**src/rtl/instr_fetch_sequencer.sv**
```systemverilog
// Instruction fetch sequencer: walks IDLE/FETCH/EXEC/INCR over a program,
// waiting out instruction memory latency and capturing each instruction.
module instr_fetch_sequencer #(
  parameter int MAX_COUNT   = 4,
  parameter int MEM_LATENCY = 2
) (
  input  logic        clk,
  input  logic        rst_n,
  input  logic        start,
  input  logic        halt,
  input  logic        stall,
  input  logic [9:0]  pc_in,
  input  logic [15:0] mem_rdata,
  output logic [1:0]  state,
  output logic [15:0] instr_out,
  output logic        instr_valid,
  output logic        busy,
  output logic        done
);

  typedef enum logic [1:0] {
    IDLE  = 2'd0,
    FETCH = 2'd1,
    INCR  = 2'd2,
    EXEC  = 2'd3
  } st_t;

  localparam logic [10:0] MAX_W = 11'(MAX_COUNT);
  localparam logic [2:0]  LAST  = 3'(MEM_LATENCY - 1);

  st_t         cur;
  st_t         nxt;
  logic [2:0]  lat_cnt;
  logic [2:0]  lat_nxt;
  logic        done_nxt;
  logic        cap;
  logic [10:0] pc_w;
  logic [10:0] pc_inc;
  logic        pc_ok;
  logic        pc_end;

  // Widen so pc_in+1 never wraps against the limit
  assign pc_w   = {1'b0, pc_in};
  assign pc_inc = pc_w + 11'd1;
  assign pc_ok  = pc_w < MAX_W;
  assign pc_end = pc_inc >= MAX_W;

  always_comb begin
    nxt      = cur;
    lat_nxt  = lat_cnt;
    done_nxt = 1'b0;
    cap      = 1'b0;
    if (halt) begin
      nxt     = IDLE;
      lat_nxt = 3'd0;
    end else begin
      unique case (cur)
        IDLE: begin
          if (start) begin
            if (pc_ok) begin
              nxt     = FETCH;
              lat_nxt = 3'd0;
            end else begin
              done_nxt = 1'b1;
            end
          end
        end
        FETCH: begin
          lat_nxt = lat_cnt + 3'd1;
          if (lat_cnt == LAST) begin
            cap = 1'b1;
            nxt = EXEC;
          end
        end
        EXEC: begin
          if (!stall) nxt = INCR;
        end
        INCR: begin
          if (pc_end) begin
            nxt      = IDLE;
            done_nxt = 1'b1;
          end else begin
            nxt     = FETCH;
            lat_nxt = 3'd0;
          end
        end
        default: nxt = IDLE;
      endcase
    end
  end

  always_ff @(posedge clk or negedge rst_n) begin
    if (!rst_n) begin
      cur       <= IDLE;
      lat_cnt   <= 3'd0;
      instr_out <= 16'h0000;
      done      <= 1'b0;
    end else begin
      cur     <= nxt;
      lat_cnt <= lat_nxt;
      done    <= done_nxt;
      if (cap) instr_out <= mem_rdata;
    end
  end

  assign state       = cur;
  assign busy        = (cur != IDLE);
  assign instr_valid = (cur == EXEC);

endmodule

```
**config.mk**
```make
export PLATFORM = sky130hd
export DESIGN_NAME = instr_fetch_sequencer
export DESIGN_NICKNAME = d
export VERILOG_FILES = /design/src/rtl/instr_fetch_sequencer.sv
export SDC_FILE = /design/constraint.sdc
export NUM_CORES = 1
export LEC_CHECK = 0
export ABC_AREA = 1
export CORE_MARGIN = 5
export CORE_UTILIZATION = 38
export CTS_BUF_LIST = sky130_fd_sc_hd__clkbuf_2
export DETAILED_ROUTE_END_ITERATION = 7
export HOLD_SLACK_MARGIN = 0.1
export PLACE_DENSITY = 0.77
export SETUP_SLACK_MARGIN = 0.4
export SLEW_MARGIN = 25
export SYNTH_ARGS = -nofsm -noshare
export SYNTH_HDL_FRONTEND = slang
export SYNTH_SLANG_ARGS = --single-unit
```
**constraint.sdc**
```tcl
create_clock -name clk -period 1.4 [get_ports clk]
set_input_delay 0.21 -clock clk [delete_from_list [all_inputs] [get_ports clk]]
set_output_delay 0.21 -clock clk [all_outputs]
set_load 0.1 [all_outputs]
```
==> impl_metrics.tcl, run 1 <==
set metrics [dict create \
    status "complete, but fails checks" \
    violations "negative setup slack" \
    grt_pass1_wl_mm 5.70 \
    placed_area_sq_um 2070 \
    vias 1099 \
    ctsHoldBuffers 0 \
    syn_avg_cell_area_sq_um 11.0 \
    fmax_ghz 0.566 \
    period_share_pct 126 \
    drcViolationCount 0 \
    yosys.area.top_type "dfrtp_1" \
    final_nets 229 \
    fp.dieArea_sq_um 4180 \
    cp.arrival_ns 2.02 \
    io_buffers 51 \
    synth_area_leaders "dfrtp_1 (49%), mux2_4 (13%), ha_1 (7.7%)" \
    cts_tree "done" \
    synth_top_cell_area_share_pct 48.6 \
    clock-sinks 22 \
    yosysSeqAreaShare_pct 48.6 \
    clock_skew_ns 0.00274 \
    htreeDepth 1 \
    diodes 0 \
    post-place-ws_ns -0.136 \
    die_w_um 64.6 \
    initial_core_util_pct 40.4 \
    synth_area_sq_um 1130 \
    place_congestion 0.833 \
    grt_usage_pct 18.0 \
    clkLatencyLatePin_ns 0.31 \
    cts_root_buffer "clkbuf_2" \
    path_max_fanout 5 \
    fin_area_sq_um 2360 \
    rsz0062_at_grt "yes" \
    drt_iter0_drc 22 \
    setup-violations-final 25 \
    fp.dieH_um 64.6 \
    tightest_slew_ns 0.280 \
    required_ns 1.65 \
    clk_pin_slew_ns 0.20 \
    slew_headroom_pct 81.3 \
    overflow 0 \
    grt_max_degree 23 \
    grt_pass1_vias 1160 \
    final_layout_size_suffix_gt1_share_pct 61.1 \
    viasPerCell 4.97 \
    cap_violations 0 \
    antenna_found_initial 0 \
    hold_violations 0 \
    start_kind "register" \
    synth_cells 103 \
    hp-class "input port to asynchronous set/reset pin" \
    synth_seq_cells 22 \
    syn_to_final_growth_pct 109 \
    yosys_warnings 0 \
    drtPass1Iterations 4 \
    ios 52 \
    fin_setup_tns_ns -4.06 \
    avgRoutedWirePerCell_um 16.9 \
    final_max_slew_viol_count 0 \
    cts.path.max_buffers 2 \
    syn-num-nets 141 \
    worst-r2r-setup-slack_ns -0.37 \
    layout_setup_ws_ns -0.367 \
    ant_nets 0 \
    critical_path.endpoint_type "register" \
    r2r_cells 12 \
    cts_buffers 3 \
    drt_wl_total_mm 3.73 \
    ys_types 21 \
    crit_type "register to register" \
    placementRows 19 \
    period_minus_slack_ns 1.77 \
    hpwlAfterDp_mm 2.43 \
    core-area_sq_um 2810 \
]
[cell usage in the layout, fill, tap and decap left out, types with 2 or more instances in the layout]
cell type,instances
dfrtp_2,17
ha_4,3
nor2_2,3
nor2_1,6
dfrtp_4,2
clkdlybuf4s50_1,30
nand3_1,2
inv_1,3
o21ai_1,3
buf_12,23
clkbuf_2,3
mux2_4,10
buf_4,21
ha_1,2
ha_2,2
nor2_4,2
mux2_2,6
inv_2,3
nand3_4,2
nand2_4,2
nand2_2,4
dfrtp_1,3
nand2_1,17
nand4_1,3
buf_6,9
[cells by family after synthesis]
group                    share of synthesized area, %
AND/OR/NAND/NOR                                  17.3
flip-flops                                       48.6
multiplexers                                     19.2
buffers and inverters                            3.97
adder cells (fa/ha/maj)                          7.73
AO/OA/AOI/OAI                                    2.43
XOR/XNOR                                        0.773
[path summary, 6_finish.rpt]
path                                 to         start
setup reg to reg               state[0]      state[0]
setup / recovery               state[0]      state[0]
hold / removal             instr_out[4]         rst_n
hold reg to reg            instr_out[1]  instr_out[1]
min in group clk                   done         start
max in group asynchronous      state[1]         rst_n
[synthesized netlist by cell type]
| master | number |
|---|---|
| dfrtp_1 | 22 |
| nand2_1 | 22 |
| mux2_4 | 10 |
| nor2_1 | 9 |
| inv_1 | 8 |
| ha_1 | 7 |
| mux2_2 | 6 |
| nand3_1 | 3 |
| nand4_1 | 3 |
| o21ai_0 | 2 |
| a21oi_1 | 1 |
| buf_6 | 1 |
| inv_2 | 1 |
| nand2_2 | 1 |
| nand3_4 | 1 |
| nor2_2 | 1 |
| nor2_4 | 1 |
| nor3_1 | 1 |
| o21a_1 | 1 |
| o21ai_1 | 1 |
| xnor2_1 | 1 |
[per-layer routing]
metal  track usage, %  up-vias  share of wire [%]
met5                0        -                  0
met4             5.28        0                1.4
met3             3.80        6                8.2
met2             34.8       58                 53
met1             19.6      523                 37
li1                 -      512                  -
[area by class of cell]
type,count,area (sq um)
timing repair buffer,84,1050
multi-input combinational,71,628
sequential,22,579
fill,150,440
inverter,9,52.6
tap,31,38.8
clock buffer,3,15.0
clock inverter,1,3.75
[sequential cells by signal (all words and copies together) (netlist names)]
register   flops
done           1
lat_cnt        3
instr_out     16
state          2
[critical path, stage by stage (launching register included)]
cell and delay [ns]:
dfrtp_4 0.54, buf_12 0.14, clkinv_8 0.04, ha_4 0.12
clkinvlp_4 0.08, buf_4 0.13, buf_6 0.10, buf_6 0.11
nor2_4 0.10, nand2_4 0.10, nand2_4 0.09, nand2_2 0.05
o21ai_1 0.09
[per-stage QoR]
stage / hold slack [ns] / utilization [%] / instances
2_1_floorplan: -0.0856 / - / 103
3_3_place_gp: 0.539 / 73.8 / 199
3_5_place_dp: 0.542 / 73.8 / 199
4_1_cts: 0.201 / 80.4 / 214
5_1_grt: 0.200 / 84.3 / 221
6_report: 0.213 / 84.3 / 221
[repair_timing]
action                                  in CTS  in global routing
endpoints found under the setup margin      43                 43
pin swaps                                    5                  9
gates resized for setup                     18                 12
cloned                                       1                  0
buffers inserted                            10                  7
Power of run 1 is not shown: default switching activity piles up to over one toggle a cycle in this logic, so the estimate is an artifact.
==> run 2, diff against run 1 <==
==> constraint.sdc (replaced) <==
create_clock -name clk -period 1.4 [get_ports clk]
set_input_delay 0.28 -clock clk [delete_from_list [all_inputs] [get_ports clk]]
set_output_delay 0.28 -clock clk [all_outputs]
set_load 0.1 [all_outputs]
==> run 2 against run 1 <==
Net effect: sequential share of layout area increased by 1.9 points; final cell count fell by 4.1%; clock skew up 0.014 ns; first-iteration DRC count grew to 2.6 times the previous value; global-route usage decreased by 1.3 points; the run still ends with negative setup slack left; critical path type unchanged; register-to-register slack improved by 0.03 ns; via count decreased by 5.6%; die area did not move; hold slack better by 0.065 ns; setup slack improved by 0.029 ns; final area fell by 7.0%; critical path depth down 2.
==> impl_metrics.tcl, run 2 (synthesized netlist as in run 1, its figures left out) <==
set metrics [dict create \
    cpMostUsedCell "buf_4" \
    antenna_found_initial 0 \
    ctsHoldBuffers 0 \
    cts_buffers 3 \
    path_max_fanout 2 \
    final_nets 220 \
    viasPerCell 4.89 \
    core-area_sq_um 2810 \
    critical_path.endpoint_type "register" \
    final_common_cell "clkdlybuf4s50_1" \
    worstPathCellList "inv_4 -> buf_4 -> buf_4 -> ha_2 -> buf_4 -> nand2_1 -> buf_4 -> nor2_1 -> nand4_1 -> nand2_1" \
    largest_reg_flops 16 \
    hp-class "input port to asynchronous set/reset pin" \
    hold_violations 0 \
    drt_iter0_drc 58 \
    period_minus_slack_ns 1.74 \
    grt_usage_pct 16.7 \
    period_share_pct 124 \
    ios 52 \
    clk_pin_slew_ns 0.20 \
    clock_skew_ns 0.0170 \
    setup-violations-final 26 \
    layout_setup_ws_ns -0.337 \
    cts.path.max_buffers 2 \
    mostFrequentLayoutCells "clkdlybuf4s50_1 (30), buf_12 (22), nand2_1 (20), buf_4 (20), dfrtp_2 (17)" \
    grt_pass1_vias 1157 \
    drt_wl_total_mm 3.24 \
    multi_input_area_sq_um 591 \
    regMostFlops "instr_out" \
    avgRoutedWirePerCell_um 15.3 \
    grt_max_degree 23 \
    final_layout_size_suffix_gt1_share_pct 54.1 \
    final_max_slew_viol_count 0 \
    overflow 0 \
    cap_violations 0 \
    fmax_ghz 0.576 \
    seq_area_sq_um 579 \
    slew_headroom_pct 81.9 \
    slowest_delay_ns 0.54 \
    cts_tree "done" \
    cp.arrival_ns 1.99 \
    diodes 0 \
    vias 1037 \
    initial_core_util_pct 40.4 \
    critical-path-slowest-cell "dfrtp_4" \
    syn_to_final_growth_pct 93.9 \
    status "complete, but fails checks" \
    violations "negative setup slack" \
    start_kind "register" \
    path_buf_inv 5 \
    critical_path.top_delay_family "flip-flops" \
    tightest_slew_ns 0.272 \
    clkLatencyLatePin_ns 0.31 \
    fin_util_pct 78.4 \
    place_congestion 0.809 \
    crit_type "register to register" \
    cts_root_buffer "clkbuf_2" \
    io_buffers 51 \
    fp.dieH_um 64.6 \
    hpwlAfterDp_mm 2.41 \
    ant_nets 0 \
    clock-sinks 22 \
    die_w_um 64.6 \
    placementRows 19 \
    fill_cells 168 \
    grt_pass1_wl_mm 5.43 \
    htreeDepth 1 \
    drcViolationCount 0 \
    fp.dieArea_sq_um 4180 \
    required_ns 1.66 \
    drtPass1Iterations 4 \
    rsz0062_at_grt "yes" \
]
[run 2: cell count changes in the layout (fill, tap and decap cells not counted), moves of 2 or more]
| cell | before | now |
|---|---|---|
| inv_1 | 3 | 5 |
| nor2_1 | 6 | 8 |
| ha_1 | 2 | 4 |
| ha_4 | 3 | 1 |
| inv_2 | 3 | 1 |
| nand2_2 | 4 | 1 |
| nand2_1 | 17 | 20 |
| nor2_2 | 3 | 1 |
| buf_6 | 9 | 2 |
[run 2: metrics by stage]
stage                     cells  cell area (sq um)  hold slack [ns]  setup slack (ns)  TNS, ns
final                       212               2200            0.278            -0.337    -6.61
after global routing        212               2200            0.251            -0.435    -8.46
after CTS                   210               2170            0.283            -0.318    -3.59
after detailed placement    196               2030            0.543            -0.211    -3.98
after global placement      196               2030            0.539            -0.172    -3.31
after floorplan             103               1200          -0.0156            -0.555    -6.85
[run 2: worst paths after layout]
path	startpoint	end	slack, ns	depth (start not counted)
max in group asynchronous	rst_n	instr_out[3]	0.87	2
hold / removal	rst_n	instr_out[8]	0.28	2
hold reg to reg	instr_out[9]	instr_out[9]	0.58	1
setup reg to reg	state[1]	lat_cnt[1]	-0.34	10
setup / recovery	state[1]	lat_cnt[1]	-0.34	10
min in group clk	start	done	0.53	3
[run 2: per-layer routing]
| metal | GRT usage (%) | vias to the layer above | part of all wire, % |
|---|---|---|---|
| met5 | 0 | - | 0 |
| met4 | 4.22 | 0 | 2.0 |
| met3 | 3.63 | 8 | 7.9 |
| met2 | 30.4 | 51 | 49 |
| met1 | 20.0 | 488 | 41 |
| li1 | - | 490 | - |
[run 2: final cells by class]
cell class | instances | area share, %
repair buffers | 75 | 42.2
multi-input cells | 71 | 26.9
flip-flops and latches | 22 | 26.4
inverters | 9 | 1.94
well taps | 31 | 1.76
clock buffers | 3 | 0.683
clock inverters | 1 | 0.171
[run 2: what timing repair did]
action                     CTS  global route
setup endpoints to repair   43            43
buffers inserted            10             2
pin swaps                    4             4
resized for setup            8             2
Power of run 2 is left out for the same reason.
